===== src/rtl/seven_seg_pkg.sv =====
// Shared types and constants for the multiplexed BCD display scanner:
// converter state encoding, blank code and the double-dabble digit adjust.
package seven_seg_pkg;

  typedef enum logic [1:0] {
    ST_IDLE  = 2'd0,
    ST_SHIFT = 2'd1,
    ST_LOAD  = 2'd2
  } conv_state_e;

  localparam logic [3:0] BLANK_CODE = 4'hF;

  // A BCD digit of 5 or more would carry wrongly after the next shift.
  function automatic logic [3:0] dd_adjust(input logic [3:0] d);
    return (d >= 4'd5) ? d + 4'd3 : d;
  endfunction

endpackage


===== src/rtl/bin2bcd_serial.sv =====
// Serial double-dabble converter: one shift per clock, start/done handshake.
// state | meaning
// IDLE  | waiting for i_start, o_ready high
// SHIFT | one add-3/shift step per cycle, BIN_WIDTH steps total
// LOAD  | result stable on o_bcd/o_ovf, o_done high for this one cycle
module bin2bcd_serial
  import seven_seg_pkg::*;
#(
  parameter int NUM_DIGITS = 4,
  parameter int BIN_WIDTH  = 14
) (
  input  logic                    clk,
  input  logic                    rst_n,
  input  logic                    i_start,
  input  logic [BIN_WIDTH-1:0]    i_bin,
  output logic                    o_ready,
  output logic                    o_done,
  output logic [NUM_DIGITS*4-1:0] o_bcd,
  output logic                    o_ovf
);

  localparam int          BCD_W   = NUM_DIGITS * 4;
  localparam int          CW      = $clog2(BIN_WIDTH + 1);
  localparam logic [63:0] MAX_VAL = 64'(10 ** NUM_DIGITS - 1);

  conv_state_e        r_state;
  logic [BIN_WIDTH-1:0] r_bin;
  logic [BCD_W-1:0]   r_bcd;
  logic [CW-1:0]      r_cnt;
  logic               r_ovf;
  logic [BCD_W-1:0]   w_bcd_adj;
  logic               w_ovf_in;

  always_comb begin
    w_bcd_adj = '0;
    for (int i = 0; i < NUM_DIGITS; i++) begin
      w_bcd_adj[i*4 +: 4] = dd_adjust(r_bcd[i*4 +: 4]);
    end
  end

  assign w_ovf_in = (64'(i_bin) > MAX_VAL);

  always_ff @(posedge clk or negedge rst_n) begin
    if (!rst_n) begin
      r_state <= ST_IDLE;
      r_bin   <= '0;
      r_bcd   <= '0;
      r_cnt   <= '0;
      r_ovf   <= 1'b0;
    end else begin
      case (r_state)
        ST_IDLE: begin
          if (i_start) begin
            r_bin   <= i_bin;
            r_bcd   <= '0;
            r_cnt   <= CW'(BIN_WIDTH);
            r_ovf   <= w_ovf_in;
            r_state <= ST_SHIFT;
          end
        end
        ST_SHIFT: begin
          // Digits that overflow the top BCD nibble are lost; r_ovf blanks them later.
          r_bcd <= {w_bcd_adj[BCD_W-2:0], r_bin[BIN_WIDTH-1]};
          r_bin <= r_bin << 1;
          r_cnt <= r_cnt - CW'(1);
          if (r_cnt == CW'(1)) begin
            r_state <= ST_LOAD;
          end
        end
        ST_LOAD: begin
          r_state <= ST_IDLE;
        end
        default: begin
          r_state <= ST_IDLE;
        end
      endcase
    end
  end

  assign o_ready = (r_state == ST_IDLE);
  assign o_done  = (r_state == ST_LOAD);
  assign o_bcd   = r_bcd;
  assign o_ovf   = r_ovf;

endmodule


===== src/rtl/bcd_digit_scanner.sv =====
// Binary-to-BCD multiplexed display driver with free-running digit scan.
// Optional leading-zero blanking is built when LEADING_ZERO_BLANK_EN is defined.
module bcd_digit_scanner
  import seven_seg_pkg::*;
#(
  parameter int NUM_DIGITS  = 4,
  parameter int BIN_WIDTH   = 14,
  parameter int REFRESH_DIV = 50000
) (
  input  logic                  clk,
  input  logic                  rst_n,
  input  logic                  value_valid,
  input  logic [BIN_WIDTH-1:0]  value,
  output logic                  value_ready,
  output logic [3:0]            number,
  output logic [NUM_DIGITS-1:0] digit_en,
  output logic                  overflow
);

  localparam int IDX_W = (NUM_DIGITS > 1) ? $clog2(NUM_DIGITS) : 1;
  localparam int PW    = (REFRESH_DIV > 1) ? $clog2(REFRESH_DIV) : 1;

  logic                          w_ready;
  logic                          w_start;
  logic                          w_done;
  logic [NUM_DIGITS*4-1:0]       w_bcd;
  logic                          w_ovf;
  logic [NUM_DIGITS-1:0][3:0]    w_disp_load;
  logic [NUM_DIGITS-1:0][3:0]    w_disp_eff;
  logic                          w_wrap;
  logic [IDX_W-1:0]              w_idx_next;

  logic [PW-1:0]                 r_presc;
  logic [IDX_W-1:0]              r_idx;
  logic [NUM_DIGITS-1:0][3:0]    r_disp;
  logic [3:0]                    r_number;
  logic [NUM_DIGITS-1:0]         r_digit_en;
  logic                          r_ovf;

  assign w_start = value_valid & w_ready;

  bin2bcd_serial #(
    .NUM_DIGITS (NUM_DIGITS),
    .BIN_WIDTH  (BIN_WIDTH)
  ) u_conv (
    .clk     (clk),
    .rst_n   (rst_n),
    .i_start (w_start),
    .i_bin   (value),
    .o_ready (w_ready),
    .o_done  (w_done),
    .o_bcd   (w_bcd),
    .o_ovf   (w_ovf)
  );

  always_comb begin : p_blank
`ifdef LEADING_ZERO_BLANK_EN
    logic v_seen;
    v_seen = 1'b0;
`endif
    w_disp_load = '0;
    for (int i = NUM_DIGITS - 1; i >= 0; i--) begin
      w_disp_load[i] = w_bcd[i*4 +: 4];
`ifdef LEADING_ZERO_BLANK_EN
      // Digit 0 always shows, so a zero value reads as a single 0.
      if (i != 0 && !v_seen && w_bcd[i*4 +: 4] == 4'h0) begin
        w_disp_load[i] = BLANK_CODE;
      end
      if (w_bcd[i*4 +: 4] != 4'h0) begin
        v_seen = 1'b1;
      end
`endif
      if (w_ovf) begin
        w_disp_load[i] = BLANK_CODE;
      end
    end
  end

  // Bypass lets a same-edge display update reach the output mux without a cycle of stale data.
  assign w_disp_eff = w_done ? w_disp_load : r_disp;
  assign w_wrap     = (r_presc == PW'(REFRESH_DIV - 1));

  always_comb begin
    w_idx_next = r_idx;
    if (w_wrap) begin
      w_idx_next = (r_idx == IDX_W'(NUM_DIGITS - 1)) ? '0 : r_idx + IDX_W'(1);
    end
  end

  always_ff @(posedge clk or negedge rst_n) begin
    if (!rst_n) begin
      r_presc    <= '0;
      r_idx      <= '0;
      r_disp     <= '0;
      r_number   <= 4'h0;
      r_digit_en <= ~NUM_DIGITS'(1);
      r_ovf      <= 1'b0;
    end else begin
      r_presc    <= w_wrap ? '0 : r_presc + PW'(1);
      r_idx      <= w_idx_next;
      r_number   <= w_disp_eff[w_idx_next];
      r_digit_en <= ~(NUM_DIGITS'(1) << w_idx_next);
      if (w_done) begin
        r_disp <= w_disp_load;
        r_ovf  <= w_ovf;
      end
    end
  end

  assign value_ready = w_ready;
  assign number      = r_number;
  assign digit_en    = r_digit_en;
  assign overflow    = r_ovf;

endmodule


===== config.mk =====
export PLATFORM = sky130hd
export DESIGN_NAME = bcd_digit_scanner
export DESIGN_NICKNAME = d
export VERILOG_FILES = /design/src/rtl/seven_seg_pkg.sv /design/src/rtl/bin2bcd_serial.sv /design/src/rtl/bcd_digit_scanner.sv
export SDC_FILE = /design/constraint.sdc
export NUM_CORES = 1
export LEC_CHECK = 0
export ABC_AREA = 0
export CORE_ASPECT_RATIO = 1.5
export CORE_MARGIN = 8
export CORE_UTILIZATION = 41
export DETAILED_ROUTE_END_ITERATION = 10
export PLACE_DENSITY = 0.65
export REMOVE_ABC_BUFFERS = 1
export SYNTH_ARGS = -nofsm -noshare
export SYNTH_HDL_FRONTEND = slang
export SYNTH_SLANG_ARGS = --single-unit
export TNS_END_PERCENT = 5

===== constraint.sdc =====
create_clock -name clk -period 5.02 [get_ports clk]
set_clock_uncertainty 0.05 [all_clocks]
set_input_delay 0.502 -clock clk [delete_from_list [all_inputs] [get_ports clk]]
set_output_delay 0.502 -clock clk [all_outputs]
set_load 0.02 [all_outputs]

==> impl_metrics.csv <==
group,metric,value,unit
synth,synth_cell_types,41,
routing,first_pass_iters,4,
final_layout,final_area,4850,um2
final_layout,drive_gt1_share,20.1,%
synth,synthFlopType,"dfrtp_1",
worst_setup_path,start_kind,"flip-flop",
synth,synth_edf_count,0,
final_layout,fin_util,48.4,%
placement,dpl-instance-area,4520,um2
routing,avgRoutedWirePerCell,15.9,um
final_layout,fillCellCount,923,
global_route,track_usage,12.6,%
worst_setup_path,cp_max_fo,10,
sta,whs,0.283,ns
pwr,power-per-cell-area,530,nW/um2
clock_tree,ctsResizeCount,0,
worst_setup_path,path_class,"reg -> reg",
clock_tree,cts_sinks,80,
sta,setup_tns,0,ns
sta,slew_headroom,28.3,%
floorplanning,die_h,140,um
placement,place_congestion,0.748,
sta,period_needed,2.27,ns
placement,dp_hpwl,5720,um
global_route,grt_pass1_vias,2934,
routing,wirelength,8070,um
floorplanning,chipWidth,98.5,um
sta,finalCritPeriodShare,45.2,%
synth,ys_seq_elements,80,
clock_tree,h-tree-depth,3,
worst_setup_path,reg2reg_depth,4,
clock_tree,post-cts-setup-buffers,0,
clock_tree,cts_tree,"done",
pwr,intPower,1.75,mW
final_layout,mostFrequentLayoutCells,"77 x dfrtp_1, 39 x nand2_1, 25 x clkdlybuf4s50_1",
worst_setup_path,cp.arrival,2.43,ns
synth,syn_area,4180,um2
worst_setup_path,rr_endpoint,"number[3]",
sta,setup_viol,0,
routing,num_vias,2821,
sta,max_slew.worst_pin.slew,1.08,ns
floorplanning,initial_utilization,41.7,%
final_layout,finalNetCount,414,
synth,synth_warnings,0,
floorplanning,rows,45,
pwr,p_total,2.57,mW
global_route,grt_max_degree,81,
floorplanning,core,10000,um2
pwr,clkPwrFrac,29.0,%
pwr,sw_frac_of_total,32.1,%
routing,avgViaCountPerCell,5.58,
routing,drt_iter0_drc,101,
final_layout,final_common_cell,"dfrtp_1",
clock_tree,clkTransAtPathRegs,0.06,ns
clock_tree,cts_buffers,9,
pwr,p_comb_share,32.4,%
sta,rsz0062_at_grt,"false",
sta,maxSlewViolCount,0,
clock_tree,cts_root_buf,"clkbuf_16",
job,maxCapViolCount,0,
clock_tree,cts_max_path_buffers,2,
min_path,hold_class,"in -> async",
placement,port_buffers,26,
synth,seq_area_frac_synth,48.0,%
routing,drcViolationCount,0,
pwr,seqPwrFrac,38.6,%
worst_setup_path,worst_ep_required_time,5.18,ns
sta,final_hold_viol_count,0,
clock_tree,cts.hold.buffers_added,0,
pwr,ir_drop,0.000302,V
synth,syn_inst,365,
synth,avgSynthCellArea,11.5,um2
worst_setup_path,reg2reg_from,"r_idx[1]",
floorplanning,dieArea,13800,um2
run_status,status,"finished, final reports clean",
synth,ys_async_sr_fraction,100,%
floorplanning,pin_count,27,
global_route,grt-ovfl-total,0,
sta,fmax,0.440,GHz
worst_setup_path,end_kind,"flip-flop",
global_route,grt_pass1_wl,14100,um
worst_setup_path,reg2reg_slack,2.75,ns
final_layout,antenna_cells,0,
final_layout,areaGrowthSynthToFinish,16.0,%
pwr,power_switching,826,uW
clock_tree,insertion_delay,0.33,ns
global_route,antenna_found_initial,0,
routing,drt.antenna.violating_nets,0,
pwr,p_leak,2.17,nW
==> critical path, cell delays in order (launching register included) <==
cell and delay (ns):
dfrtp_1 0.58, ha_1 0.71, mux4_2 0.58, mux2i_1 0.14
mux2i_1 0.09
==> per-stage QoR <==
step	worst slack, ns	cells
6_report	2.75	506
5_1_grt	2.55	506
4_1_cts	2.73	506
3_5_place_dp	2.70	491
3_3_place_gp	2.73	491
2_1_floorplan	2.50	345
==> power by group through the flow <==
stage / Clock, mW / Sequential [mW] / Combinational (mW)
finish: 0.746 / 0.994 / 0.833
global route: 0.786 / 1.02 / 0.941
CTS: 0.760 / 0.996 / 0.850
detailed placement: 0 / 1.01 / 0.847
global placement: 0 / 0.994 / 0.805
floorplan: 0 / 0.963 / 0.620
==> final cells by class <==
type / instances / area [um2] / share of cell area, %
Sequential cell: 80 / 2010 / 41.3
Clock inverter: 3 / 90.1 / 1.86
Multi-Input combinational cell: 253 / 2040 / 42.0
Timing Repair Buffer: 29 / 280 / 5.78
Clock buffer: 12 / 246 / 5.08
Inverter: 12 / 45.0 / 0.928
Tap cell: 117 / 146 / 3.02
==> cell families (layout without fill, tap and decap cells) <==
| group | count (synthesis) | after routing | synth area share (%) |
|---|---|---|---|
| AOI/OAI and AO/OA | 57 | 57 | 8.82 |
| and+or+nand+nor | 116 | 116 | 14.9 |
| muxes | 51 | 51 | 17.7 |
| adders and majority gates | 12 | 12 | 3.59 |
| buffers and inverters | 32 | 56 | 3.44 |
| DFF | 80 | 80 | 48.0 |
| xor gates and xnor gates | 17 | 17 | 3.56 |
==> metal layers <==
metal	global-route usage, %	vias up	wire (um)
met5	0	-	0
met4	5.85	0	155
met3	2.40	10	190
met2	22.5	40	4350
met1	14.1	1406	3370
li1	-	1365	-
==> synth_stat cells (2+ instances only) <==
library cell  instances  area share [%]
dfrtp_1              77              46
nand2_1              39             3.5
mux2_2               20             5.4
o21ai_0              19             2.3
nand3_1              17             2.0
mux4_2               16             8.6
or2_2                16             2.4
mux2i_1              14             3.4
a22oi_1              13             2.3
ha_1                 12             3.6
inv_1                12             1.1
clkbuf_1             11            0.99
xnor2_1              10             2.1
a21oi_1               9             1.1
nand2b_1              8             1.2
nor2_1                8            0.72
o31ai_1               8             1.4
buf_2                 7            0.84
xor2_1                7             1.5
nand4_1               5            0.75
a32o_1                4            0.96
and4_1                4            0.84
dfstp_2               3             1.9
or3_1                 3            0.45
buf_6                 2            0.54
nor2b_1               2            0.30
nor3_1                2            0.24
nor3b_1               2            0.36
nor4_1                2            0.30
nor4b_2               2            0.72
==> worst max path at each step <==
stage | start | endpoint | slack, ns | cells after the start
floorplan | value_valid | u_conv.r_bin[10] | 2.50 | 4
global placement | value_valid | u_conv.o_bcd[7] | 2.73 | 5
detailed placement | value_valid | u_conv.o_bcd[15] | 2.70 | 5
CTS | r_idx[1] | number[1] | 2.73 | 4
global route | r_idx[1] | number[1] | 2.55 | 4
finish | r_idx[1] | number[3] | 2.75 | 4
==> state kept, by name, summed over array words and instances (netlist names) <==
register,count
overflow,1
number,4
r_presc,16
u_conv.o_ovf,1
u_conv.r_cnt,4
digit_en,4
r_idx,2
r_disp,16
u_conv.r_bin,14
u_conv.o_bcd,16
u_conv.r_state,2
Note: power is estimated with default switching activity, not from simulation.
